File: src/rtl/seg7_scan_ctrl.sv
// Multiplexed 7-seg scan controller: steps char_num over the digits, blanks each slot start,
// and hands the decoder a frame-stable STATE copy. Optional blink of WRONG/LOSE via SEG7_BLINK_EN.
module seg7_scan_ctrl #(
   parameter int NUM_DIG      = 4,
   parameter int SCAN_DIV     = 50000,
   parameter int BLANK_CYC    = 500,
   parameter int BLINK_FRAMES = 32
) (
   input  logic               CLK,
   input  logic               nRST,
   input  logic               SCAN_EN,
   input  logic [3:0]         STATE_IN,
   output logic [3:0]         STATE_OUT,
   output logic [2:0]         char_num,
   output logic [NUM_DIG-1:0] nDIG,
   output logic               frame_tick
);

   localparam int PW = (SCAN_DIV > 2) ? $clog2(SCAN_DIV) : 1;

   localparam logic [1:0] S_IDLE  = 2'd0;
   localparam logic [1:0] S_BLANK = 2'd1;
   localparam logic [1:0] S_DRIVE = 2'd2;

   // Slot entry state: with no blanking gap a slot starts directly in DRIVE.
   localparam logic [1:0]    S_START    = (BLANK_CYC == 0) ? S_DRIVE : S_BLANK;
   localparam logic [PW-1:0] PRESC_LAST = PW'(SCAN_DIV - 1);
   localparam logic [PW-1:0] BLANK_LAST = PW'((BLANK_CYC > 0) ? BLANK_CYC - 1 : 0);
   localparam logic [2:0]    SLOT_LAST  = 3'(NUM_DIG - 1);

   if (NUM_DIG < 1 || NUM_DIG > 8) begin : g_bad_num_dig
      $error("seg7_scan_ctrl: NUM_DIG must be 1..8");
   end
   if (SCAN_DIV < 2) begin : g_bad_scan_div
      $error("seg7_scan_ctrl: SCAN_DIV must be >= 2");
   end
   if (BLANK_CYC < 0 || BLANK_CYC >= SCAN_DIV) begin : g_bad_blank_cyc
      $error("seg7_scan_ctrl: BLANK_CYC must be 0..SCAN_DIV-1");
   end

   logic [1:0]         fsm_q, fsm_d;
   logic [PW-1:0]      presc_q, presc_d;
   logic [2:0]         slot_q, slot_d;
   logic [3:0]         state_out_q, state_out_d;
   logic               frame_tick_q, frame_tick_d;
   logic [NUM_DIG-1:0] ndig_q, ndig_d;
   logic               blink_off;

   always_comb begin
      fsm_d        = fsm_q;
      presc_d      = presc_q;
      slot_d       = slot_q;
      state_out_d  = state_out_q;
      frame_tick_d = 1'b0;
      case (fsm_q)
         S_IDLE: begin
            if (SCAN_EN) begin
               fsm_d        = S_START;
               presc_d      = '0;
               slot_d       = '0;
               state_out_d  = STATE_IN;
               frame_tick_d = 1'b1;
            end
         end
         S_BLANK: begin
            if (!SCAN_EN) begin
               fsm_d   = S_IDLE;
               presc_d = '0;
               slot_d  = '0;
            end else begin
               presc_d = presc_q + 1'b1;
               if (presc_q == BLANK_LAST) begin
                  fsm_d = S_DRIVE;
               end
            end
         end
         S_DRIVE: begin
            if (!SCAN_EN) begin
               fsm_d   = S_IDLE;
               presc_d = '0;
               slot_d  = '0;
            end else if (presc_q == PRESC_LAST) begin
               fsm_d   = S_START;
               presc_d = '0;
               if (slot_q == SLOT_LAST) begin
                  slot_d       = '0;
                  state_out_d  = STATE_IN;
                  frame_tick_d = 1'b1;
               end else begin
                  slot_d = slot_q + 1'b1;
               end
            end else begin
               presc_d = presc_q + 1'b1;
            end
         end
         default: begin
            fsm_d   = S_IDLE;
            presc_d = '0;
            slot_d  = '0;
         end
      endcase
   end

`ifdef SEG7_BLINK_EN
   localparam int FW = (BLINK_FRAMES > 1) ? $clog2(BLINK_FRAMES) : 1;

   if (BLINK_FRAMES < 1) begin : g_bad_blink_frames
      $error("seg7_scan_ctrl: BLINK_FRAMES must be >= 1");
   end

   logic [FW-1:0] fcnt_q, fcnt_d;
   logic          phase_q, phase_d;
   logic          wrap;

   // A tick out of DRIVE is a slot wrap; the IDLE start tick is not counted as a frame.
   assign wrap = frame_tick_d && (fsm_q == S_DRIVE);

   always_comb begin
      fcnt_d  = fcnt_q;
      phase_d = phase_q;
      if (state_out_d != state_out_q) begin
         fcnt_d  = '0;
         phase_d = 1'b0;
      end else if (wrap) begin
         if (fcnt_q == FW'(BLINK_FRAMES - 1)) begin
            fcnt_d  = '0;
            phase_d = ~phase_q;
         end else begin
            fcnt_d = fcnt_q + 1'b1;
         end
      end
   end

   assign blink_off = phase_d && (state_out_d == 4'b0111 || state_out_d == 4'b1011);

   always_ff @(posedge CLK) begin
      if (!nRST) begin
         fcnt_q  <= '0;
         phase_q <= 1'b0;
      end else begin
         fcnt_q  <= fcnt_d;
         phase_q <= phase_d;
      end
   end
`else
   assign blink_off = 1'b0;
`endif

   // Enables are derived from next-state values so nDIG lines up with the registered FSM.
   always_comb begin
      ndig_d = '1;
      if (fsm_d == S_DRIVE && !blink_off) begin
         ndig_d = ~(NUM_DIG'(1) << slot_d);
      end
   end

   always_ff @(posedge CLK) begin
      if (!nRST) begin
         fsm_q        <= S_IDLE;
         presc_q      <= '0;
         slot_q       <= '0;
         state_out_q  <= 4'b0000;
         frame_tick_q <= 1'b0;
         ndig_q       <= '1;
      end else begin
         fsm_q        <= fsm_d;
         presc_q      <= presc_d;
         slot_q       <= slot_d;
         state_out_q  <= state_out_d;
         frame_tick_q <= frame_tick_d;
         ndig_q       <= ndig_d;
      end
   end

   assign STATE_OUT  = state_out_q;
   assign char_num   = slot_q;
   assign nDIG       = ndig_q;
   assign frame_tick = frame_tick_q;

endmodule

File: config.mk
export PLATFORM = sky130hd
export DESIGN_NAME = seg7_scan_ctrl
export DESIGN_NICKNAME = d
export VERILOG_FILES = /design/src/rtl/seg7_scan_ctrl.sv
export SDC_FILE = /design/constraint.sdc
export NUM_CORES = 1
export LEC_CHECK = 0
export ABC_AREA = 1
export CORE_ASPECT_RATIO = 1.5
export CORE_MARGIN = 4
export CORE_UTILIZATION = 45
export DETAILED_ROUTE_END_ITERATION = 12
export PLACE_DENSITY = 0.63
export SLEW_MARGIN = 20
export SYNTH_ARGS = -nofsm -noshare
export SYNTH_HDL_FRONTEND = slang
export SYNTH_SLANG_ARGS = --single-unit
File: constraint.sdc
create_clock -name CLK -period 3.2 [get_ports CLK]
set_input_delay 0.8 -clock CLK [delete_from_list [all_inputs] [get_ports CLK]]
set_output_delay 0.8 -clock CLK [all_outputs]
set_load 0.05 [all_outputs]
# Word-level counts from Yosys, hierarchy flattened
# Index checks and enable logic that the tools add are counted.
# W data, S select, Z words.
# op_classes
bitwise_logic,1
n_reduce_logical,4
shifts,1
add_sub_neg,2
mux,27
n_eq_ne,10
# ops
cell,n
$mux W16,4
$pmux W16 S3,1
$add A16 B1 Y16 const B,1
$eq A16 B16 Y1 const B,1
$eq A16 B9 Y1 const B,1
$mux W4,4
$mux W3,5
$mux W2,5
$pmux W3 S3,1
$ne A2 B2 Y1 const B,4
$pmux W4 S2,1
$pmux W2 S3,1
$reduce_and A5 Y1,1
$eq A2 B2 Y1 const B,2
$mux W1,4
$not A4 Y4,1
$shl A1 B3 Y4 const A,1
$add A3 B1 Y3 const B,1
$eq A3 B2 Y1 const B,1
$eq A2 B1 Y1 const B,1
$logic_not A2 Y1,1
$pmux W1 S2,1
$reduce_and A2 Y1,1
$reduce_bool A2 Y1,1
# word_totals
in_bits,7
reg_bits,30
elab_cells,51
output_inout_bits,12

# Longest topological paths before layout
# depth
ltp_word,7
mapped_depth,13
depth_no_buf,13

# Worst setup path before layout
# OpenSTA, ideal clock, no wires.
# synth_path
path_kind,input-to-reg
start,input SCAN_EN
end,"register ndig_q[0], in the netlist nDIG[0]"
arrival_time_ns,1.655
required_ns,3.078
path_buffers,1
setup_ns,0.122
slack_ns,1.422
stages,10
cell_sequence,buf_6 > nand2_1 > inv_1 > nand2_4 > nand2_4 > nand2_1 > nand2_1 > nand2_2 > nor2_4 > nand3_1
# synth_between
elab_chain_len,4
elab_cells_between_ends,12
classes_between,eq/ne (1); shift (1); mux (8); bitwise (1); reduce/logical (1)
# synth_lines
item,line,rtl
from (decl),11,"input logic SCAN_EN,"
$mux W2 (tied with other cells),78,if (!SCAN_EN) begin
$pmux W2 S3 / $pmux W3 S3 (equally long branches),55,case (fsm_q)
$eq A2 B2 Y1 / $shl A1 B3 Y4 (equally long branches),"152, 153",
$reduce_and A2 Y1 (no line) / $not A4 Y4 (equally long branches),-,
to (signal assigned),171,ndig_q <= ndig_d;
to (decl),46,"logic [NUM_DIG-1:0] ndig_q, ndig_d;"
# Several ways; a longest one is shown, not always the timed one.
# A chain may end at the register's enable or synchronous reset.

# Worst setup path in the final report
# layout_path
start,"register slot_q[0], in the netlist char_num[0]"
end,output char_num[0]
# layout_rtl
item,line,rtl
from (decl),43,"logic [2:0] slot_q, slot_d;"
from (signal assigned),168,slot_q <= slot_d;
to (decl),14,"output logic [2:0] char_num,"
# No word-level cell between the ends.

==> flow_summary_export.csv <==
group,metric,value,unit
run_status,status,"finished clean",
timing,setup_tns,0,ns
pwr,power_density,401,mW/mm^2
pwr,power.leakage,0.833,nW
global_route,grt_pass1_wl,6.06,mm
cts,cts_inserted_buffers,5,
cells_and_area,fin_nets,265,
place,portBuffers,18,
cts,clk_latency,0.28,ns
timing,fin_ws,0.868,ns
setup_path,cp_slowest_cell,"clkdlybuf4s50_1",
cells_and_area,layout_common_cells,"nand2_1 (46), nor2_1 (32), dfxtp_1 (30)",
setup_path,critPathMaxFanout,5,
cts,hold_buffers,0,
synthesis,synth_top_cell_by_area,"dfxtp_1",
pwr,ir_drop,0.000309,V
synthesis,avgSynthCellArea,7.31,um^2
synthesis,ys_types,33,
route,drt_iter0_markers,17,
timing,period_needed,2.33,ns
setup_path,timing.rr.end,"nDIG[2]",
synthesis,ys_ff_latch,30,
timing,hold_viol_final,0,
global_route,antenna_found_initial,0,
timing,period_share,0.729,
pwr,p_int,0.585,mW
synthesis,ys_top_cells_by_area,"dfxtp_1 (36%), nand2_1 (10%), nor2_1 (7.2%)",
global_route,grtUsageTotal,0.169,
global_route,grt_util_met1,0.181,
die,die_w,57.8,um
die,initial_core_util,0.481,
cells_and_area,n_antenna_cell,0,
hold_path,min_path_cells,2,
route,wl,3.44,mm
pwr,power_frac_seq,0.483,
die,coreArea,0.00348,mm^2
synthesis,synth_ff_type,"dfxtp_1",
cts,cts_root_buf,"clkbuf_8",
setup_path,crit_family,"buffers and inverters",
cells_and_area,num-fill-cells,329,
global_route,grt_max_degree,12,
run,cap_violations,0,
setup_path,reg2reg_slack,1.38,ns
synthesis,seq_area_frac_synth,0.359,
cells_and_area,drive_gt1_frac,0.158,
hold_path,min_to,"STATE_OUT[2]",
global_route,top_usage_layer,"met2",
synthesis,synth_async_sr_flop_share,0,
cts,max-clock-path-buffers,2,
die,rows,26,
timing,timing.hold.ws,0.439,ns
setup_path,critPathCaptureType,"output port",
hold_path,min_from,"STATE_OUT[2]",
synthesis,netlist_area,0.00167,mm^2
global_route,grt_overflow,0,
synthesis,synth_top_cell_area_share,0.359,
hold_path,hold_class,"reg -> reg",
route,drc,0,
setup_path,ff2ff_path_depth,11,
synthesis,synth_edf_count,0,
synthesis,synthesis.nets,242,
timing,rsz0062_at_grt,"no",
timing,finalMaxSlewViolations,0,
cells_and_area,final_common_cell,"nand2_1",
pwr,pwr-share-comb,0.118,
cts,cts_tree,"yes",
place,place_ws,0.603,ns
cts,cts-htree-levels,2,
global_route,grt_pass1_vias,1355,
setup_path,r2r_start,"fsm_q[0]",
cells_and_area,fin_util,0.570,
timing,max_freq,429,MHz
cells_and_area,area_growth,18.6,%
route,avgRoutedWirePerCell,11.7,um
die,pin_count,19,
place,place.gp.congestion,0.862,
cts,cts_sinks,30,
synthesis,yosysWarningCount,0,
pwr,finalPower,0.796,mW
setup_path,critical_path_buf_inv_count,1,
route,vias_per_cell,4.89,
setup_path,crit_path_start_kind,"flop",
setup_path,crit_required,2.40,ns
setup_path,cp.arrival,1.53,ns
setup_path,crit_type,"reg -> out",
route,drtAntennaViolNets,0,
timing,final-setup-viol-count,0,
pwr,switchingPower,0.210,mW
pwr,clockPowerShare,0.399,
cts,postCtsSetupBuffers,0,
route,first_pass_iters,4,
timing,slew_headroom,0.662,
die,die_y,82.7,um
global_route,use_met2,0.304,
setup_path,critical-path-max-stage-delay,0.84,ns
synthesis,synthCells,229,
cts,clk_pin_slew,0.06,ns
timing,worstMarginPinSlew,0.506,ns
pwr,sw_frac_of_total,0.265,
timing,fin_skew,0.00853,ns
cts,cts_resized,0,
place,dp_hpwl,2.75,mm
route,vias,1442,
global_route,use_met3,0.0373,
setup_path,path_cells,"clkdlybuf4s50_1",
die,die_area,0.00478,mm^2
[final cells by class]
class,count,area [um^2],area share
Sequential cell,30,601,0.303
Tap cell,42,52.6,0.0265
Inverter,34,128,0.0643
Clock inverter,1,5.00,0.00252
Clock buffer,7,86.3,0.0435
Multi-Input combinational cell,162,925,0.466
Timing Repair Buffer,19,188,0.0946
[worst register-to-register path, delay by kind of cell, from the launching register on]
kind / cells / cell delay (ns)
fa+ha+maj: 1 / 0.23
simple gates: 6 / 0.50
buf+inv: 3 / 0.42
compound gates: 1 / 0.17
flops: 1 / 0.40
[cells by family after synthesis]
family,after synthesis,synth area share
buffers and inverters,37,0.0883
AOI/OAI and AO/OA,30,0.101
DFF,30,0.359
adders and majority gates,6,0.0449
and+or+nand+nor,121,0.381
xor gates and xnor gates,5,0.0262
[per-layer routing]
| metal | up-vias | wire, um | part of all wire |
|---|---|---|---|
| li1 | 772 | - | - |
| met1 | 644 | 1410 | 0.41 |
| met2 | 17 | 1870 | 0.54 |
| met3 | 9 | 75 | 0.022 |
| met4 | 0 | 81 | 0.024 |
| met5 | - | 0 | 0 |
[worst max path at each step]
stage / from / to / slack (ns) / depth (start not counted)
2_1_floorplan: SCAN_EN / nDIG[0] / 1.42 / 10
3_3_place_gp: SCAN_EN / nDIG[3] / 0.63 / 10
3_5_place_dp: SCAN_EN / nDIG[2] / 0.60 / 10
4_1_cts: char_num[0] / char_num[0] / 0.84 / 1
5_1_grt: char_num[0] / char_num[0] / 0.76 / 1
6_report: char_num[0] / char_num[0] / 0.87 / 1
[stage by stage]
step	instances	instance area, um^2
2_1_floorplan	229	1670
3_3_place_gp	287	1890
3_5_place_dp	287	1890
4_1_cts	295	1980
5_1_grt	295	1980
6_report	295	1980
[registers in the layout, indices dropped and copies added, names as in the netlist]
| signal | cells |
|---|---|
| presc_q | 16 |
| STATE_OUT | 4 |
| nDIG | 4 |
| char_num | 3 |
| fsm_q | 2 |
| frame_tick | 1 |
[power groups by stage]
stage | sequential (mW) | combinational, mW | clock (mW)
4_1_cts | 0.384 | 0.0951 | 0.332
2_1_floorplan | 0.411 | 0.0486 | 0
5_1_grt | 0.385 | 0.102 | 0.347
3_5_place_dp | 0.393 | 0.0947 | 0
6_report | 0.384 | 0.0941 | 0.317
3_3_place_gp | 0.393 | 0.0946 | 0
[synth_stat cells, types with 3 or more instances]
cell / n
dfxtp_1: 30
xor2_1: 3
nor3_2: 3
nand3_1: 12
a21oi_1: 15
nor2_4: 3
inv_1: 28
nand2_4: 4
o21ai_1: 3
ha_1: 6
nor2_1: 32
nand2_1: 46
nor2_2: 4
o21ai_0: 6
nand2_2: 7
nand3_2: 4
inv_2: 5
(Power assumes the default switching activity.)
